File: src/rtl/secuenciador_instr_pkg.sv
// Shared definitions for the instruction sequencer: state encoding and
// defaults common with the ALU top.
package secuenciador_instr_pkg;

    localparam int unsigned TaminstrDef = 8;
    localparam logic [7:0]  FinProgDef  = 8'hFF;

    typedef enum logic [1:0] {
        StIdle = 2'd0,
        StRun  = 2'd1,
        StHalt = 2'd2
    } estado_e;

endpackage

File: src/rtl/secuenciador_instr_detector_flanco.sv
// Rising-edge detector: one sample flop plus an AND gate; the flop resets to 0.
module detector_flanco (
    input  logic clk_i,
    input  logic rst_ni,
    input  logic senal_i,
    output logic flanco_o
);

    logic previo_q;

    always_ff @(posedge clk_i or negedge rst_ni) begin
        if (!rst_ni) begin
            previo_q <= 1'b0;
        end else begin
            previo_q <= senal_i;
        end
    end

    assign flanco_o = senal_i & ~previo_q;

endmodule

File: src/rtl/secuenciador_instr.sv
// Instruction sequencer: writable program memory, program counter and an
// IDLE/RUN/HALT machine issuing one word per step or every PERIODO cycles.
module secuenciador_instr
    import secuenciador_instr_pkg::*;
#(
    parameter int unsigned         Taminstr = TaminstrDef,
    parameter int unsigned         Prof     = 16,
    parameter int unsigned         AnchoDir = 4,
    parameter int unsigned         PERIODO  = 4,
    parameter logic [Taminstr-1:0] FIN_PROG = FinProgDef
) (
    input  logic                clk,
    input  logic                reset,
    input  logic                carga_en,
    input  logic [AnchoDir-1:0] carga_dir,
    input  logic [Taminstr-1:0] carga_dato,
    input  logic                run,
    input  logic                step,
    input  logic                parar,
    output logic [Taminstr-1:0] instruccion,
    output logic                instr_valida,
    output logic [AnchoDir-1:0] pc,
    output logic                corriendo,
    output logic                detenido
);

    localparam int unsigned AnchoCont = (PERIODO > 1) ? $clog2(PERIODO) : 1;
    localparam logic [AnchoCont-1:0] ContFin = AnchoCont'(PERIODO - 1);

    logic run_fl, step_fl, parar_fl;

    detector_flanco u_flanco_run (
        .clk_i    (clk),
        .rst_ni   (reset),
        .senal_i  (run),
        .flanco_o (run_fl)
    );

    detector_flanco u_flanco_step (
        .clk_i    (clk),
        .rst_ni   (reset),
        .senal_i  (step),
        .flanco_o (step_fl)
    );

    detector_flanco u_flanco_parar (
        .clk_i    (clk),
        .rst_ni   (reset),
        .senal_i  (parar),
        .flanco_o (parar_fl)
    );

    estado_e              estado_q;
    logic [AnchoCont-1:0] contador_q;
    logic [AnchoDir-1:0]  pc_q;
    logic [Taminstr-1:0]  instruccion_q;
    logic                 instr_valida_q;
    logic                 corriendo_q;
    logic                 detenido_q;

    // Program memory survives reset, so it has no reset branch.
    logic [Taminstr-1:0] mem_q [Prof];
    logic [Taminstr-1:0] palabra;
    logic                es_fin;

    always_ff @(posedge clk) begin
        if (carga_en && (estado_q != StRun)) begin
            mem_q[carga_dir] <= carga_dato;
        end
    end

    assign palabra = mem_q[pc_q];
    assign es_fin  = (palabra == FIN_PROG);

    always_ff @(posedge clk or negedge reset) begin
        if (!reset) begin
            estado_q       <= StIdle;
            contador_q     <= '0;
            pc_q           <= '0;
            instruccion_q  <= '0;
            instr_valida_q <= 1'b0;
            corriendo_q    <= 1'b0;
            detenido_q     <= 1'b0;
        end else begin
            instr_valida_q <= 1'b0;
            unique case (estado_q)
                StIdle: begin
                    // parar has no effect here but still masks run/step.
                    if (!parar_fl && run_fl) begin
                        estado_q    <= StRun;
                        contador_q  <= '0;
                        corriendo_q <= 1'b1;
                    end else if (!parar_fl && step_fl) begin
                        if (es_fin) begin
                            estado_q   <= StHalt;
                            detenido_q <= 1'b1;
                        end else begin
                            instruccion_q  <= palabra;
                            instr_valida_q <= 1'b1;
                            pc_q           <= pc_q + 1'b1;
                        end
                    end
                end
                StRun: begin
                    if (parar_fl) begin
                        estado_q    <= StIdle;
                        contador_q  <= '0;
                        corriendo_q <= 1'b0;
                    end else if (contador_q == ContFin) begin
                        contador_q <= '0;
                        if (es_fin) begin
                            estado_q    <= StHalt;
                            corriendo_q <= 1'b0;
                            detenido_q  <= 1'b1;
                        end else begin
                            instruccion_q  <= palabra;
                            instr_valida_q <= 1'b1;
                            pc_q           <= pc_q + 1'b1;
                        end
                    end else begin
                        contador_q <= contador_q + 1'b1;
                    end
                end
                StHalt: begin
                    if (parar_fl) begin
                        estado_q   <= StIdle;
                        pc_q       <= '0;
                        detenido_q <= 1'b0;
                    end
                end
                default: begin
                    estado_q    <= StIdle;
                    corriendo_q <= 1'b0;
                    detenido_q  <= 1'b0;
                end
            endcase
        end
    end

    assign instruccion  = instruccion_q;
    assign instr_valida = instr_valida_q;
    assign pc           = pc_q;
    assign corriendo    = corriendo_q;
    assign detenido     = detenido_q;

endmodule
File: config.mk
export PLATFORM = sky130hd
export DESIGN_NAME = secuenciador_instr
export DESIGN_NICKNAME = d
export VERILOG_FILES = /design/src/rtl/secuenciador_instr_pkg.sv /design/src/rtl/secuenciador_instr_detector_flanco.sv /design/src/rtl/secuenciador_instr.sv
export SDC_FILE = /design/constraint.sdc
export NUM_CORES = 1
export LEC_CHECK = 0
export ABC_AREA = 0
export BUFFER_PORTS_ARGS = -buffer_cell sky130_fd_sc_hd__buf_4
export CAP_MARGIN = 20
export CORE_ASPECT_RATIO = 0.6
export CORE_UTILIZATION = 54
export CTS_CLUSTER_SIZE = 25
export DETAILED_ROUTE_END_ITERATION = 8
export GPL_ROUTABILITY_DRIVEN = 1
export PLACE_DENSITY = 0.86
export SYNTH_ARGS = -nofsm -noshare
export SYNTH_HDL_FRONTEND = slang
export SYNTH_HIERARCHICAL = 1
export SYNTH_SLANG_ARGS = --single-unit
File: constraint.sdc
create_clock -name clk -period 2.5 [get_ports clk]
set_input_delay 0.375 -clock clk [delete_from_list [all_inputs] [get_ports clk]]
set_output_delay 0.375 -clock clk [all_outputs]
set_load 0.02 [all_outputs]
==> results.md, run 1 <==
- Synth Net Count: 336
- Vias per cell: 6.06
- DR pass1 iterations: 6
- Pleak: 2.70 nW
- Post-synth cell types: 37
- Seq/Total Area, Yosys: 73.1%
- Place WS: -0.0227 ns
- Design area: 0.00741 mm²
- Boundary Pins: 33
- Nets: 418
- Final Hold Vio Count: 0
- EDFF count, synth: 128
- Clock Power Share: 30.1%
- Fin crit period: 2.54 ns
- Power per standard cell area: 1120 mW/mm²
- MaxCap Viol Count: 0
- Reg power frac: 36.1%
- Slew headroom: 62.3%
- Top-area cell type share of the netlist area: 63.9%
- Max Clock Skew: 0.00649 ns
- Worst setup SP type: flip-flop
- Fraction of layout cells with a size suffix above 1: 40.1%
- Final Setup Violations: 10
- Avg Cell Area, Syn: 19.0 µm²
- Worst Setup End Kind: flip-flop
- DP Cell Count: 516
- # fillers: 645
- Synth Cell Area: 0.00601 mm²
- Antenna-violating nets left: 0
- Core Area: 0.0107 mm²
- RSZ-0062 raised after global routing: true
- First-pass GRT wire length: 20,500 µm
- DPL Wire Length: 8400 µm
- Worst-Skew Late Latency: 0.42 ns
- Max VDD drop: 0.000545 V
- Clock transition at path regs: 0.07 ns
- Critical path class: reg -> reg
- Area leader, netlist: edfxtp_1
- Worst-path fanout max: 8
- Via count: 3,331
- Worst hold path class: in -> reg
- Worst Setup Slack, final: -0.0449 ns
- RD Place Congestion: 0.845
- Final core utilization: 69.2%
- Die area: 0.0116 mm²
- Drt total wl: 13,400 µm
- Top-count cell post-synth: edfxtp_1
- I/O Buffers: 32
- Required @ worst endpoint: 2.81 ns
- Die height: 83.7 µm
- Switch share: 31.7%
- # H-tree levels: 4
- Switching power: 0.00263 W
- Arr. time, crit path: 2.86 ns
- Residual DRC: 10
- First DRT Iteration DRCs: 326
- Synth area leaders: edfxtp_1 64%, mux4_2 10%, dfrtp_1 9.2%
- Initial Util: 56.2%
- Setup TNS: -0.383 ns
- Total CTS buffers: 17
- # diodes: 0
- Layout Cells excl Fill: 550
- F_max: 393 MHz
- Placed cell areas: 0.00671 mm²
- Async SR Flop Fraction: 14.7%
- Die X: 138 µm
- Tcrit/Tclk final: 102%
- Max Transition Viols Final: 0
- Area growth from synthesis to layout: 23.2%
- Prevailing post-synth register cell: edfxtp_1
- Total gr overflow: 0
- WL/cell: 24.3 µm
- Worst-Margin Slew: 0.565 ns
- Storage cell area: 0.00440 mm²
- FP Rows: 29
- Initial antenna violation count: 0
- Vias in the first global route: 3,381
- FF+latch count, synth: 150
- Area taken by multi-input logic gates: 0.00159 mm²
- Logic pwr share: 33.8%
- Pint: 0.00566 W
- Clk root buf: clkbuf_16
- Maximum clock path buffer count: 2
- Largest net degree at the start of global routing: 25
- Status: complete, but fails checks
- GRT Util Overall: 25.5%
- Syn. warnings: 6
- Commonest cells post-synth: 128 x edfxtp_1, 28 x mux4_2, 22 x dfrtp_1, 22 x nor2_1, 19 x mux2i_1
- Synthesized instance count: 316
- CTS Sinks: 150
- Failing checks: design-rule violations, negative setup slack
- CTS tree: done
==> sequential cells by signal (all words and copies together) (netlist names) <==
| name | flops |
|---|---|
| contador_q | 2 |
| corriendo | 1 |
| detenido | 1 |
| estado_q | 2 |
| instr_valida | 1 |
| instruccion | 8 |
| mem_q | 128 |
| pc | 4 |
| u_flanco_parar/previo_q | 1 |
| u_flanco_run/previo_q | 1 |
| u_flanco_step/previo_q | 1 |
==> worst paths after layout <==
check	from	end	slack (ns)	cells past startpoint
setup / recovery	pc[0]$_DFFE_PN0P_	pc[2]$_DFFE_PN0P_	-0.04	8
hold / removal	run	u_flanco_run/previo_q$_DFF_PN0_	0.06	1
setup reg to reg	pc[0]$_DFFE_PN0P_	pc[2]$_DFFE_PN0P_	-0.04	8
hold reg to reg	detenido$_DFFE_PN0P_	detenido$_DFFE_PN0P_	0.50	1
max in group asynchronous	reset	pc[0]$_DFFE_PN0P_	1.90	2
min in group asynchronous	reset	instruccion[6]$_DFFE_PN0P_	0.37	2
==> logic make-up after synthesis <==
group,after synthesis,share of synthesized area [%]
flops,150,73.1
mux,55,15.7
simple gates,55,5.04
compound gates,36,4.10
buf+inv,18,1.69
fa+ha+maj,2,0.416
==> timing repair <==
| action | in CTS | in global routing |
|---|---|---|
| endpoints found under the hold margin | 22 | 0 |
| buffers inserted | 0 | 0 |
| setup endpoints to repair | 15 | 16 |
| pin swaps | 0 | 7 |
| cloned | 0 | 1 |
| gates resized for setup | 4 | 13 |
| hold buffers | 1 | 0 |
==> power groups by stage <==
stage | Combinational (W) | Clock, W | Sequential (W)
6_report | 0.00280 | 0.00249 | 0.00300
5_1_grt | 0.00297 | 0.00263 | 0.00301
4_1_cts | 0.00265 | 0.00252 | 0.00298
3_5_place_dp | 0.00259 | 0 | 0.00303
3_3_place_gp | 0.00250 | 0 | 0.00302
2_1_floorplan | 0.00148 | 0 | 0.00314
==> per-stage QoR <==
step / power (W) / hold WS [ns]
6_report: 0.00829 / 0.0633
5_1_grt: 0.00861 / 0.0460
4_1_cts: 0.00816 / 0.0493
3_5_place_dp: 0.00562 / 0.278
3_3_place_gp: 0.00553 / 0.273
2_1_floorplan: 0.00463 / 0.0794
==> cells in the final DEF (no fill, tap or decap), types with 4 or more instances in the layout <==
cell type / instances
edfxtp_1: 128
buf_4: 66
mux4_2: 28
nor2_1: 21
dfrtp_1: 21
mux2i_1: 18
clkbuf_16: 18
nand2_1: 9
mux2_4: 8
inv_8: 8
nand3_1: 5
nor3_1: 5
inv_1: 4
a21oi_1: 4
nand2b_1: 4
o21ai_1: 4
a221oi_2: 4
a221oi_1: 4
o21ai_0: 4
buf_12: 4
==> area by class of cell <==
type / count / share of cell area [%]
Timing Repair Buffer: 75 / 8.70
Tap cell: 139 / 2.35
Sequential cell: 150 / 59.4
Clock buffer: 17 / 5.74
Multi-Input combinational cell: 148 / 21.4
Inverter: 6 / 0.304
Clock inverter: 15 / 2.11
==> layer usage <==
| metal | track usage, % | routed length [µm] | vias to the layer above | share of wire (%) |
|---|---|---|---|---|
| met4 | 8.78 | 279 | 0 | 2.1 |
| met2 | 38.4 | 6120 | 172 | 46 |
| met5 | 0 | 0 | - | 0 |
| met1 | 35.7 | 5800 | 1688 | 43 |
| li1 | - | - | 1448 | - |
| met3 | 7.92 | 1170 | 23 | 8.8 |
==> critical path, cell delays in order, from the launching register on <==
cell and delay (ns):
dfrtp_2 0.48, buf_12 0.19, mux4_2 0.53, mux4_2 0.51, and4_4 0.20, nand4_4 0.09
buf_6 0.15, mux2i_2 0.21, nor3_1 0.07
(Power assumes the default switching activity.)
==> run 2: changes to the inputs <==
BUFFER_PORTS_ARGS = -buffer_cell sky130_fd_sc_hd__buf_2   (was -buffer_cell sky130_fd_sc_hd__buf_4)
==> results.md, run 2 (synthesized netlist as in run 1, its figures left out) <==
- Die X: 138 µm
- Worst-Skew Late Latency: 0.42 ns
- Area growth from synthesis to layout: 20.5%
- Max FFs per register: 128
- Vias in the first global route: 3,297
- Fraction of layout cells with a size suffix above 1: 37.7%
- Failing checks: design-rule violations, negative setup slack
- # fillers: 671
- Storage cell area: 0.00440 mm²
- Worst-Margin Slew: 0.776 ns
- Total Power: 0.00797 W
- Most common cell after layout, fill and taps aside: edfxtp_1
- Antenna-violating nets left: 0
- Slew headroom: 48.2%
- FP Rows: 29
- First-pass GRT wire length: 19,200 µm
- # diodes: 0
- CTS tree: done
- Clk root buf: clkbuf_16
- F_max: 389 MHz
- Residual DRC: 10
- Status: complete, but fails checks
- Design area: 0.00724 mm²
- DP Cell Count: 513
- First DRT Iteration DRCs: 509
- Max Clock Skew: 0.0118 ns
- Vias per cell: 6.09
- Switch share: 30.6%
- DR pass1 iterations: 9
- Final Setup Violations: 10
- Logic pwr share: 31.9%
- WL/cell: 22.9 µm
- Drt total wl: 12,600 µm
- RSZ-0062 raised after global routing: true
- Placed cell areas: 0.00660 mm²
- Worst Setup End Kind: flip-flop
- Initial Util: 56.2%
- Arr. time, crit path: 2.87 ns
- Final Hold Vio Count: 0
- Most frequent cells in the layout: 128 x edfxtp_1, 35 x buf_4, 32 x buf_2, 28 x mux4_2, 22 x nor2_1
- Worst setup SP type: flip-flop
- Critical path class: reg -> reg
- Worst hold path class: in -> reg
- Clock Power Share: 30.4%
- Biggest register: mem_q
- Largest net degree at the start of global routing: 24
- Die height: 83.7 µm
- I/O Buffers: 32
- Die area: 0.0116 mm²
- Nets: 416
- GRT Util Overall: 23.6%
- RD Place Congestion: 0.872
- Worst-path fanout max: 10
- Initial antenna violation count: 0
- Pint: 0.00554 W
- # H-tree levels: 4
- Power per standard cell area: 1100 mW/mm²
- Clock transition at path regs: 0.06 ns
- Switching power: 0.00244 W
- Tcrit/Tclk final: 103%
- Max VDD drop: 0.000577 V
- Total gr overflow: 0
- Maximum clock path buffer count: 2
- Boundary Pins: 33
- Reg power frac: 37.7%
- CTS Sinks: 150
- Via count: 3,338
- MaxCap Viol Count: 0
- Total CTS buffers: 17
- Layout Cells excl Fill: 548
- Area taken by multi-input logic gates: 0.00155 mm²
- DPL Wire Length: 8330 µm
- Core Area: 0.0107 mm²
- Max Transition Viols Final: 0
- Required @ worst endpoint: 2.80 ns
- Worst Setup Slack, final: -0.0675 ns
- Fin crit period: 2.57 ns
- Pleak: 2.65 nW
==> run 2: cell types whose count changed in the layout (fill, tap and decap cells not counted), sizes merged <==
| cell | previous run | this run |
|---|---|---|
| clkinvlp | 2 | 1 |
| clkinv | 2 | 7 |
| buf | 73 | 71 |
| inv | 17 | 12 |
| bufinv | 0 | 1 |
==> run 2: timing repair <==
| action | CTS | global route |
|---|---|---|
| buffers inserted | 0 | 1 |
| setup endpoints to repair | 10 | 15 |
| pin swaps | 0 | 3 |
| resized for setup | 2 | 5 |
| gates cloned | 0 | 1 |
| endpoints found under the hold margin | 22 | 0 |
| hold buffers | 1 | 0 |
==> run 2: through the flow <==
stage                     TNS [ns]  util (%)  worst slack [ns]  hold WS, ns
final                       -0.552      67.7           -0.0675       0.0773
after CTS                   -0.542      67.1           -0.0669       0.0639
after global placement     -0.0587      61.6           -0.0235        0.354
after detailed placement    -0.302      61.6           -0.0439        0.365
after global routing         -1.39      67.7            -0.141       0.0672
after floorplan             -0.670         -           -0.0838       0.0794
==> run 2: per-layer routing <==
layer,up-vias,track usage (%),routed length (µm)
li1,1439,-,-
met1,1727,34.3,5510
met2,160,35.1,5900
met3,12,6.20,1050
met4,0,7.76,106
met5,-,0,0
==> run 2: layout make-up <==
class / count / area share [%]
Multi-Input combinational cell: 148 / 21.5
Tap cell: 139 / 2.40
Timing Repair Buffer: 73 / 7.31
Sequential cell: 150 / 60.7
Clock buffer: 17 / 5.87
Inverter: 6 / 0.311
Clock inverter: 15 / 1.95
==> run 2: final timing paths <==
check	start	to	slack (ns)	depth (start not counted)
max	pc[0]$_DFFE_PN0P_	instruccion[7]$_DFFE_PN0P_	-0.07	7
min	step	u_flanco_step/previo_q$_DFF_PN0_	0.08	1
max reg2reg	pc[0]$_DFFE_PN0P_	instruccion[7]$_DFFE_PN0P_	-0.07	7
min reg2reg	contador_q[0]$_DFFE_PN0P_	contador_q[0]$_DFFE_PN0P_	0.51	1
max in group asynchronous	reset	pc[0]$_DFFE_PN0P_	1.67	2
min in group asynchronous	reset	u_flanco_parar/previo_q$_DFF_PN0_	0.47	2
==> run 2: power by group through the flow <==
stage | registers [W] | clock network, W | logic [W]
after floorplan | 0.00314 | 0 | 0.00148
after global placement | 0.00303 | 0 | 0.00234
after detailed placement | 0.00305 | 0 | 0.00240
after CTS | 0.00299 | 0.00246 | 0.00244
after global routing | 0.00302 | 0.00257 | 0.00269
final | 0.00301 | 0.00243 | 0.00254
==> run 2: critical path: stages, from the launching register on <==
cell and delay (ns):
dfrtp_2 0.46, buf_4 0.16, mux4_2 0.55, mux4_2 0.52, and4_4 0.20, nand4_4 0.14
nand2_8 0.11, mux2_4 0.31
==> run 3: changes to the inputs <==
GPL_ROUTABILITY_DRIVEN = 0   (was 1)
RECOVER_POWER = 50   (was unset)
==> results.md, run 3 (synthesized netlist as in run 1, its figures left out) <==
- Status: complete, but fails checks
- Failing checks: design-rule violations, negative setup slack
- Vias in the first global route: 3,297
- Placed cell areas: 0.00660 mm²
- Clock Power Share: 30.5%
- Clock transition at path regs: 0.06 ns
- I/O Buffers: 32
- Die height: 83.7 µm
- Initial Util: 56.2%
- MaxCap Viol Count: 0
- # diodes: 0
- Worst-Skew Late Latency: 0.42 ns
- CP delay by family, top: multiplexers
- FP Rows: 29
- DPL Wire Length: 8330 µm
- First DRT Iteration DRCs: 513
- Largest net degree at the start of global routing: 24
- # H-tree levels: 4
- Total CTS buffers: 17
- Switch share: 30.6%
- Vias per cell: 6.10
- Maximum clock path buffer count: 2
- Most common cell after layout, fill and taps aside: edfxtp_1
- Max VDD drop: 0.000577 V
- Pleak: 2.62 nW
- Worst hold path class: in -> reg
- Reg power frac: 37.7%
- Fin crit period: 2.57 ns
- Reg-to-reg slack, setup: -0.07 ns
- CTS tree: done
- Via count: 3,344
- Die area: 0.0116 mm²
- GRT Util Overall: 23.6%
- Nets: 416
- Initial antenna violation count: 0
- Worst Setup Slack, final: -0.0660 ns
- Core Area: 0.0107 mm²
- Worst-Margin Slew: 1.16 ns
- RSZ-0062 raised after global routing: true
- Total Power: 0.00797 W
- Top cell by count, worst path: mux4_2
- Final Hold Vio Count: 0
- Area growth from synthesis to layout: 20.3%
- Design area: 0.00723 mm²
- Required @ worst endpoint: 2.80 ns
- Power per standard cell area: 1100 mW/mm²
- Slew headroom: 22.4%
- Final Setup Violations: 10
- Critical path class: reg -> reg
- Most frequent cells in the layout: 128 x edfxtp_1, 35 x buf_4, 28 x mux4_2, 22 x nor2_1
- Switching power: 0.00244 W
- Antenna-violating nets left: 0
- Final core utilization: 67.5%
- Pint: 0.00554 W
- Total gr overflow: 0
- WL/cell: 23.0 µm
- Drt total wl: 12,600 µm
- Worst setup SP type: flip-flop
- Die X: 138 µm
- Fraction of layout cells with a size suffix above 1: 35.0%
- Boundary Pins: 33
- DR pass1 iterations: 9
- Max Clock Skew: 0.00942 ns
- Residual DRC: 10
- First-pass GRT wire length: 19,200 µm
- Worst Setup End Kind: flip-flop
- Max Transition Viols Final: 0
- Buf/Inv on CP: 1
- Max FFs per register: 128
- Logic pwr share: 31.8%
- Slowest-stage cell, CP: mux4_2
- Biggest register: mem_q
- F_max: 390 MHz
- Worst-path cell chain: buf_4 > mux4_2 > mux4_2 > and4_4 > nand4_4 > nand2_8 > mux2_4
- CTS Sinks: 150
- Clk root buf: clkbuf_16
- Tcrit/Tclk final: 103%
- Worst-path fanout max: 10
- CP peak stage delay: 0.55 ns
- Arr. time, crit path: 2.87 ns
## run 3: area by class of cell
cell class,instances,area [µm²]
clock buffer,17,425
clock inverter,15,141
fill,676,3480
inverter,6,22.5
multi-input combinational,148,1550
sequential,150,4400
tap,139,174
timing repair buffer,73,515
## run 3: final timing paths
path,start,end,cells after the start
max reg2reg,pc[0]$_DFFE_PN0P_,instruccion[7]$_DFFE_PN0P_,7
min reg2reg,contador_q[0]$_DFFE_PN0P_,contador_q[0]$_DFFE_PN0P_,1
min,step,u_flanco_step/previo_q$_DFF_PN0_,1
max,pc[0]$_DFFE_PN0P_,instruccion[7]$_DFFE_PN0P_,7
max in group asynchronous,reset,pc[0]$_DFFE_PN0P_,2
min in group asynchronous,reset,u_flanco_parar/previo_q$_DFF_PN0_,2
## run 3: per-layer routing
layer	track usage (%)	vias up	routed length, µm
met2	35.1	174	5870
met3	6.20	13	1180
met4	7.76	0	102
met1	34.3	1717	5440
li1	-	1440	-
met5	0	-	0
## run 3: power by group through the flow
stage | combinational, W | sequential [W] | clock [W]
finish | 0.00254 | 0.00301 | 0.00243
global route | 0.00269 | 0.00302 | 0.00257
CTS | 0.00244 | 0.00299 | 0.00246
detailed placement | 0.00240 | 0.00305 | 0
global placement | 0.00234 | 0.00303 | 0
floorplan | 0.00148 | 0.00314 | 0
## run 3: what timing repair did
action                                 CTS  global route
cloned                                   0             1
pin swaps                                0             3
resized for setup                        2             5
endpoints found under the hold margin   22             0
buffers inserted                         0             1
hold buffers                             1             0
setup endpoints to repair               10            15
## run 3: per-stage QoR
stage	instances	setup TNS (ns)	setup WS, ns	hold WS [ns]
floorplan	316	-0.670	-0.0838	0.0794
global placement	513	-0.0587	-0.0235	0.354
detailed placement	513	-0.302	-0.0439	0.365
CTS	546	-0.542	-0.0669	0.0639
global route	548	-1.39	-0.141	0.0672
finish	548	-0.557	-0.0660	0.0771
## run 3: worst register-to-register path: stages (launching register included)
cell	delay, ns
dfrtp_2	0.46
buf_4	0.16
mux4_2	0.55
mux4_2	0.52
and4_4	0.20
nand4_4	0.14
nand2_8	0.11
mux2_4	0.31
